--- src/rtl/rtc_calendar_counter.sv ---
// -----------------------------------------------------------------------------
// rtc_calendar_counter
//   Real-time clock/calendar. It counts seconds, minutes, hours, day, month and
//   year from a prescaled 1 s tick, with month lengths and leap years handled.
//   Two buttons drive a set mode. btn_mode steps through the editable fields and
//   btn_inc increments the field being edited. That field blinks through its
//   display enable.
//
// Ports
//   clk                     system clock
//   rst_n                   asynchronous active-low reset
//   btn_mode                debounced level; a rising edge advances the edit field
//   btn_inc                 debounced level; a rising edge increments the edited field
//   cnt_s, cnt_mi           seconds / minutes, 0..59
//   cnt_h                   hours, 0..23
//   cnt_d                   day of month, 1..days_in_month
//   cnt_mo                  month, 1..12
//   cnt_y_thousand_hundred  year / 100, 0..99
//   cnt_y_ten_unit          year % 100, 0..99
//   enable_*                per-field display enables (blink phase for the edited field)
// -----------------------------------------------------------------------------
module rtc_calendar_counter #(
    parameter int TICK_DIV  = 50_000_000,
    parameter int BLINK_DIV = 12_500_000
) (
    input  logic       clk,
    input  logic       rst_n,
    input  logic       btn_mode,
    input  logic       btn_inc,
    output logic [5:0] cnt_s,
    output logic [5:0] cnt_mi,
    output logic [5:0] cnt_h,
    output logic [5:0] cnt_d,
    output logic [5:0] cnt_mo,
    output logic [6:0] cnt_y_thousand_hundred,
    output logic [6:0] cnt_y_ten_unit,
    output logic       enable_s,
    output logic       enable_mi,
    output logic       enable_h,
    output logic       enable_d,
    output logic       enable_mo,
    output logic       enable_y
);

    localparam int PW = (TICK_DIV > 1) ? $clog2(TICK_DIV) : 1;
    localparam int BW = (BLINK_DIV > 1) ? $clog2(BLINK_DIV) : 1;
    localparam logic [PW-1:0] PRESC_MAX = PW'(TICK_DIV - 1);
    localparam logic [BW-1:0] BLINK_MAX = BW'(BLINK_DIV - 1);

    typedef enum logic [2:0] {RUN, SET_Y, SET_MO, SET_D, SET_H, SET_MI} state_t;

    state_t        state_reg, state_next;
    logic [PW-1:0] presc_reg, presc_next;
    logic [BW-1:0] blink_reg, blink_next;
    logic          phase_reg, phase_next;
    logic          mode_q_reg, inc_q_reg;
    logic [5:0]    s_reg, s_next, mi_reg, mi_next, h_reg, h_next;
    logic [5:0]    d_reg, d_next, mo_reg, mo_next;
    logic [6:0]    th_reg, th_next, tu_reg, tu_next;
    logic [5:0]    enable_reg, enable_next;
    logic [5:0]    edit_sel;
    logic [5:0]    dim_cur, dim_new;
    logic [13:0]   year_inc_val;

    wire mode_edge = btn_mode & ~mode_q_reg;
    wire inc_edge  = btn_inc & ~inc_q_reg;

    // tu % 4 and th % 4 are simply the two low bits of the binary counts.
    function automatic logic [5:0] days_in_month(input logic [5:0] mo,
                                                 input logic [6:0] th,
                                                 input logic [6:0] tu);
        logic leap;
        leap = (tu[1:0] == 2'b00) && ((tu != 7'd0) || (th[1:0] == 2'b00));
        case (mo)
            6'd4, 6'd6, 6'd9, 6'd11: days_in_month = 6'd30;
            6'd2:                    days_in_month = leap ? 6'd29 : 6'd28;
            default:                 days_in_month = 6'd31;
        endcase
    endfunction

    assign dim_cur      = days_in_month(mo_reg, th_reg, tu_reg);
    assign year_inc_val = (tu_reg != 7'd99) ? {th_reg, tu_reg + 7'd1} :
                          (th_reg != 7'd99) ? {th_reg + 7'd1, 7'd0} : 14'd0;

    always_comb begin
        state_next = state_reg;
        presc_next = presc_reg;
        blink_next = blink_reg;
        phase_next = phase_reg;
        s_next     = s_reg;
        mi_next    = mi_reg;
        h_next     = h_reg;
        d_next     = d_reg;
        mo_next    = mo_reg;
        th_next    = th_reg;
        tu_next    = tu_reg;
        dim_new    = 6'd31;

        if (state_reg == RUN) begin
            // A mode press wins over a coincident tick: time freezes on entry.
            if (mode_edge) begin
                state_next = SET_Y;
                presc_next = '0;
                blink_next = '0;
                phase_next = 1'b1;
            end else if (presc_reg == PRESC_MAX) begin
                presc_next = '0;
                if (s_reg != 6'd59) begin
                    s_next = s_reg + 6'd1;
                end else begin
                    s_next = '0;
                    if (mi_reg != 6'd59) begin
                        mi_next = mi_reg + 6'd1;
                    end else begin
                        mi_next = '0;
                        if (h_reg != 6'd23) begin
                            h_next = h_reg + 6'd1;
                        end else begin
                            h_next = '0;
                            if (d_reg != dim_cur) begin
                                d_next = d_reg + 6'd1;
                            end else begin
                                d_next = 6'd1;
                                if (mo_reg != 6'd12) begin
                                    mo_next = mo_reg + 6'd1;
                                end else begin
                                    mo_next = 6'd1;
                                    {th_next, tu_next} = year_inc_val;
                                end
                            end
                        end
                    end
                end
            end else begin
                presc_next = presc_reg + PW'(1);
            end
        end else if (mode_edge) begin
            // Mode press in set mode: advance field; any coincident inc is dropped.
            blink_next = '0;
            phase_next = 1'b1;
            case (state_reg)
                SET_Y:   state_next = SET_MO;
                SET_MO:  state_next = SET_D;
                SET_D:   state_next = SET_H;
                SET_H:   state_next = SET_MI;
                default: begin
                    state_next = RUN;
                    s_next     = '0;
                    presc_next = '0;
                end
            endcase
        end else begin
            if (blink_reg == BLINK_MAX) begin
                blink_next = '0;
                phase_next = ~phase_reg;
            end else begin
                blink_next = blink_reg + BW'(1);
            end
            if (inc_edge) begin
                case (state_reg)
                    SET_Y:   {th_next, tu_next} = year_inc_val;
                    SET_MO:  mo_next = (mo_reg == 6'd12) ? 6'd1 : mo_reg + 6'd1;
                    SET_D:   d_next  = (d_reg == dim_cur) ? 6'd1 : d_reg + 6'd1;
                    SET_H:   h_next  = (h_reg == 6'd23) ? 6'd0 : h_reg + 6'd1;
                    default: mi_next = (mi_reg == 6'd59) ? 6'd0 : mi_reg + 6'd1;
                endcase
            end
        end

        // A changed month/year may shorten the month below the current day.
        dim_new = days_in_month(mo_next, th_next, tu_next);
        if (d_next > dim_new) begin
            d_next = dim_new;
        end
    end

    // Bit order of edit_sel/enable: 0 s, 1 mi, 2 h, 3 d, 4 mo, 5 y.
    always_comb begin
        edit_sel = '0;
        case (state_next)
            SET_Y:   edit_sel[5] = 1'b1;
            SET_MO:  edit_sel[4] = 1'b1;
            SET_D:   edit_sel[3] = 1'b1;
            SET_H:   edit_sel[2] = 1'b1;
            SET_MI:  edit_sel[1] = 1'b1;
            default: edit_sel = '0;
        endcase
    end

    for (genvar gi = 0; gi < 6; gi++) begin : g_enable
        assign enable_next[gi] = edit_sel[gi] ? phase_next : 1'b1;
    end

    always_ff @(posedge clk or negedge rst_n) begin
        if (!rst_n) begin
            state_reg  <= RUN;
            presc_reg  <= '0;
            blink_reg  <= '0;
            phase_reg  <= 1'b1;
            mode_q_reg <= 1'b0;
            inc_q_reg  <= 1'b0;
            s_reg      <= '0;
            mi_reg     <= '0;
            h_reg      <= '0;
            d_reg      <= 6'd1;
            mo_reg     <= 6'd1;
            th_reg     <= 7'd20;
            tu_reg     <= 7'd0;
            enable_reg <= '1;
        end else begin
            state_reg  <= state_next;
            presc_reg  <= presc_next;
            blink_reg  <= blink_next;
            phase_reg  <= phase_next;
            mode_q_reg <= btn_mode;
            inc_q_reg  <= btn_inc;
            s_reg      <= s_next;
            mi_reg     <= mi_next;
            h_reg      <= h_next;
            d_reg      <= d_next;
            mo_reg     <= mo_next;
            th_reg     <= th_next;
            tu_reg     <= tu_next;
            enable_reg <= enable_next;
        end
    end

    assign cnt_s                  = s_reg;
    assign cnt_mi                 = mi_reg;
    assign cnt_h                  = h_reg;
    assign cnt_d                  = d_reg;
    assign cnt_mo                 = mo_reg;
    assign cnt_y_thousand_hundred = th_reg;
    assign cnt_y_ten_unit         = tu_reg;
    assign enable_s               = enable_reg[0];
    assign enable_mi              = enable_reg[1];
    assign enable_h               = enable_reg[2];
    assign enable_d               = enable_reg[3];
    assign enable_mo              = enable_reg[4];
    assign enable_y               = enable_reg[5];

endmodule
--- config.mk ---
export PLATFORM = sky130hd
export DESIGN_NAME = rtc_calendar_counter
export DESIGN_NICKNAME = d
export VERILOG_FILES = /design/src/rtl/rtc_calendar_counter.sv
export SDC_FILE = /design/constraint.sdc
export NUM_CORES = 1
export LEC_CHECK = 0
export CAP_MARGIN = 20
export CORE_MARGIN = 3
export CORE_UTILIZATION = 30
export DETAILED_ROUTE_END_ITERATION = 6
export HOLD_SLACK_MARGIN = 0.15
export SLEW_MARGIN = 10
export SYNTH_ARGS = -nofsm -noshare
export SYNTH_HDL_FRONTEND = slang
export SYNTH_SLANG_ARGS = --single-unit
--- constraint.sdc ---
create_clock -name clk -period 8.15 [get_ports clk]
set_clock_uncertainty 0.15 [all_clocks]
set_input_delay 1.2225 -clock clk [delete_from_list [all_inputs] [get_ports clk]]
set_output_delay 1.2225 -clock clk [all_outputs]
set_load 0.01 [all_outputs]
==> results.sh <==
export IMPL_status="complete, no violations"
export IMPL_cts_hold_buf=0
export IMPL_post_cts_repair_setup_buffers=0
export IMPL_num_rows=51
export IMPL_finalCritPeriodShare=0.606
export IMPL_dp_cells=976
export IMPL_finalSetupViolations=0
export IMPL_cts_resized_gates=0
export IMPL_ir_worst_vdd_mv=0.135
export IMPL_max_cap_violations=0
export IMPL_synth_enable_flop_cells=0
export IMPL_fin_nets=742
export IMPL_cp_arrival_ps=5070
export IMPL_power_internal_mw=1.06
export IMPL_p_seq_frac=0.400
export IMPL_syn_nets=698
export IMPL_endpoint_kind="flip-flop"
export IMPL_synth_top_family_by_area="simple AND/OR/NAND/NOR gates"
export IMPL_diodes=0
export IMPL_die_x_um=147
export IMPL_dp_slack_ps=2860
export IMPL_area_delta_synth_final_pct=18.5
export IMPL_h_tree_depth=3
export IMPL_async_reset_ff_frac=1.00
export IMPL_synth_adder_area_share=0.0335
export IMPL_min_path_type="flip-flop to flip-flop"
export IMPL_clk_latency_ps=350
export IMPL_critPathMaxStageDelay_ps=570
export IMPL_place_gp_congestion=0.844
export IMPL_wl_per_cell_um=14.6
export IMPL_via_per_inst=5.27
export IMPL_io_pins=54
export IMPL_synth_most_common_cell="o21ai_0"
export IMPL_overflow=0
export IMPL_die_h_um=147
export IMPL_max_freq_ghz=0.202
export IMPL_ys_top_cells_by_count="o21ai_0, dfrtp_1, nand2_1"
export IMPL_finalCriticalPeriod_ps=4940
export IMPL_p_clk_frac=0.263
export IMPL_cts_tree="built"
export IMPL_drv_slew=0
export IMPL_grt_util_all_layers=0.139
export IMPL_start_util=0.306
export IMPL_coreArea_mm2=0.0195
export IMPL_syn_area_per_cell_um2=8.82
export IMPL_multi_input_area_mm2=0.00316
export IMPL_final_setup_tns_ps=0
export IMPL_comb_power_share=0.337
export IMPL_grt_pass1_wl_um=25200
export IMPL_antenna_found_initial=0
export IMPL_drive_above_1_share=0.0729
export IMPL_p_per_area_mw_per_mm2=241
export IMPL_ys_flop_type="dfrtp_1"
export IMPL_drtIter0Drc=472
export IMPL_setup_ws_ps=3210
export IMPL_cp_start_kind="input port"
export IMPL_fillCellCount=2017
export IMPL_syn_area_mm2=0.00598
export IMPL_hold_viol=0
export IMPL_power_leakage_nw=2.90
export IMPL_synth_top_area_frac=0.398
export IMPL_place_hpwl_um=10100
export IMPL_critPathMaxFanout=4
export IMPL_cp_cell_sequence="clkdlybuf4s50_1 > nor2b_1 > nand3_1 > o41ai_1 > a21boi_0 > o211ai_1 > or4_4 > nor2_1 > a21oi_1 > ha_1 > nand2_1 > o21ai_0 > o41a_1 > a2111oi_4 > a211oi_1"
export IMPL_dr_total_vias=5224
export IMPL_fin_cells=992
export IMPL_rsz0062_at_grt="no"
export IMPL_clockRootBuffer="clkbuf_16"
export IMPL_synth_ff_latch_count=105
export IMPL_synth_simple_area_share=0.250
export IMPL_slowest_stage="clkdlybuf4s50_1"
export IMPL_ant_nets=0
export IMPL_path_clk_slew_ps=70
export IMPL_relSlewSlack=0.351
export IMPL_swShare=0.380
export IMPL_cts_buffer_depth=2
export IMPL_synthXorXnorAreaFrac=0.0234
export IMPL_totalWireLength_um=14500
export IMPL_numCtsBuffers=9
export IMPL_die_area_mm2=0.0217
export IMPL_grt_max_degree=56
export IMPL_regArea_mm2=0.00264
export IMPL_crit_required_ps=8270
export IMPL_holdWs_ps=338
export IMPL_switching_power_uw=649
export IMPL_power_mw=1.71
export IMPL_synthMuxAreaShare=0.0178
export IMPL_dr_pass1_iters=4
export IMPL_setup_worst_path_class="input port to flip-flop"
export IMPL_drc=0
export IMPL_worst_pin_slew_ps=971
export IMPL_yosys_area_top_type="dfrtp_1"
export IMPL_ys_warnings_count=0
export IMPL_largest_register_ffs=26
export IMPL_synth_area_leaders="dfrtp_1, o21ai_0, nand2_1"
export IMPL_grt_pass1_vias=4921
export IMPL_synthCells=678
export IMPL_synth_compound_area_frac=0.202
export IMPL_yosys_cell_types_count=67
export IMPL_cts_sinks=105
export IMPL_port_buffers=52
export IMPL_ys_seq_area_frac=0.442
[stage by stage]
stage | utilization | instance area, µm²
after floorplan | - | 5980
after global placement | 0.347 | 6780
after detailed placement | 0.347 | 6780
after CTS | 0.363 | 7090
after global routing | 0.363 | 7090
final | 0.363 | 7090
[path summary, 6_finish.rpt]
| kind | depth (start not counted) | to | start | slack (ps) |
|---|---|---|---|---|
| min in group asynchronous | 1 | cnt_d[4]$_DFF_PN0_ | rst_n | 740 |
| max in group asynchronous | 2 | blink_reg[9]$_DFFE_PN0P_ | rst_n | 5950 |
| worst min-delay path | 1 | presc_reg[15]$_DFFE_PN0P_ | presc_reg[15]$_DFFE_PN0P_ | 340 |
| worst max-delay path | 15 | cnt_d[0]$_DFF_PN1_ | btn_inc | 3210 |
| worst max register to register | 17 | cnt_d[0]$_DFF_PN1_ | cnt_mo[0]$_DFF_PN1_ | 3230 |
| worst min register to register | 1 | presc_reg[15]$_DFFE_PN0P_ | presc_reg[15]$_DFFE_PN0P_ | 340 |
[cell families (layout without fill, tap and decap cells)]
logic type,after synthesis,count (layout)
muxes,10,10
adders and majority gates,16,16
other,2,2
and+or+nand+nor,289,289
buffers and inverters,46,95
AOI/OAI and AO/OA,194,194
DFF,105,105
xor gates and xnor gates,16,16
[power by group through the flow]
stage	sequential, mW	combinational (mW)	clock (mW)
global route	0.701	0.654	0.494
global placement	0.692	0.574	0
detailed placement	0.692	0.578	0
CTS	0.682	0.580	0.469
floorplan	0.664	0.388	0
finish	0.684	0.576	0.450
[cell type report]
type,instances,area share
Clock buffer,10,0.0323
Clock inverter,6,0.0106
Inverter,20,0.0106
Multi-Input combinational cell,527,0.447
Sequential cell,105,0.373
Tap cell,265,0.0468
Timing Repair Buffer,59,0.0805
[layer usage]
layer | GRT usage | routed length, µm | vias to the layer above
li1 | - | - | 2590
met1 | 0.199 | 7120 | 2514
met2 | 0.217 | 6640 | 102
met3 | 0.0228 | 488 | 18
met4 | 0.0452 | 228 | 0
met5 | 0 | 0 | -
[critical path: cells and delay by family]
kind,cells,cell delay [ps]
adders and majority gates,1,280
buffers and inverters,1,570
and+or+nand+nor,5,1120
AOI/OAI and AO/OA,8,1880
[cell usage in the layout (no fill, tap or decap), types with 7 or more instances in the layout]
cell type        count
o21ai_0             98
or3_1               10
nor2b_1              9
xor2_1              10
a22o_1               8
dfrtp_1             95
and3_1              21
nor2_1              50
ha_1                16
clkdlybuf4s50_1     51
buf_4                8
nand2_1             82
clkbuf_16            9
o31ai_1              9
inv_1               20
a21oi_1             24
nand3_1             33
nor3_1              13
dfstp_2             10
a31oi_1             11
nand4_1             27
o41ai_1              7
Power figures use the tool's default switching activity.
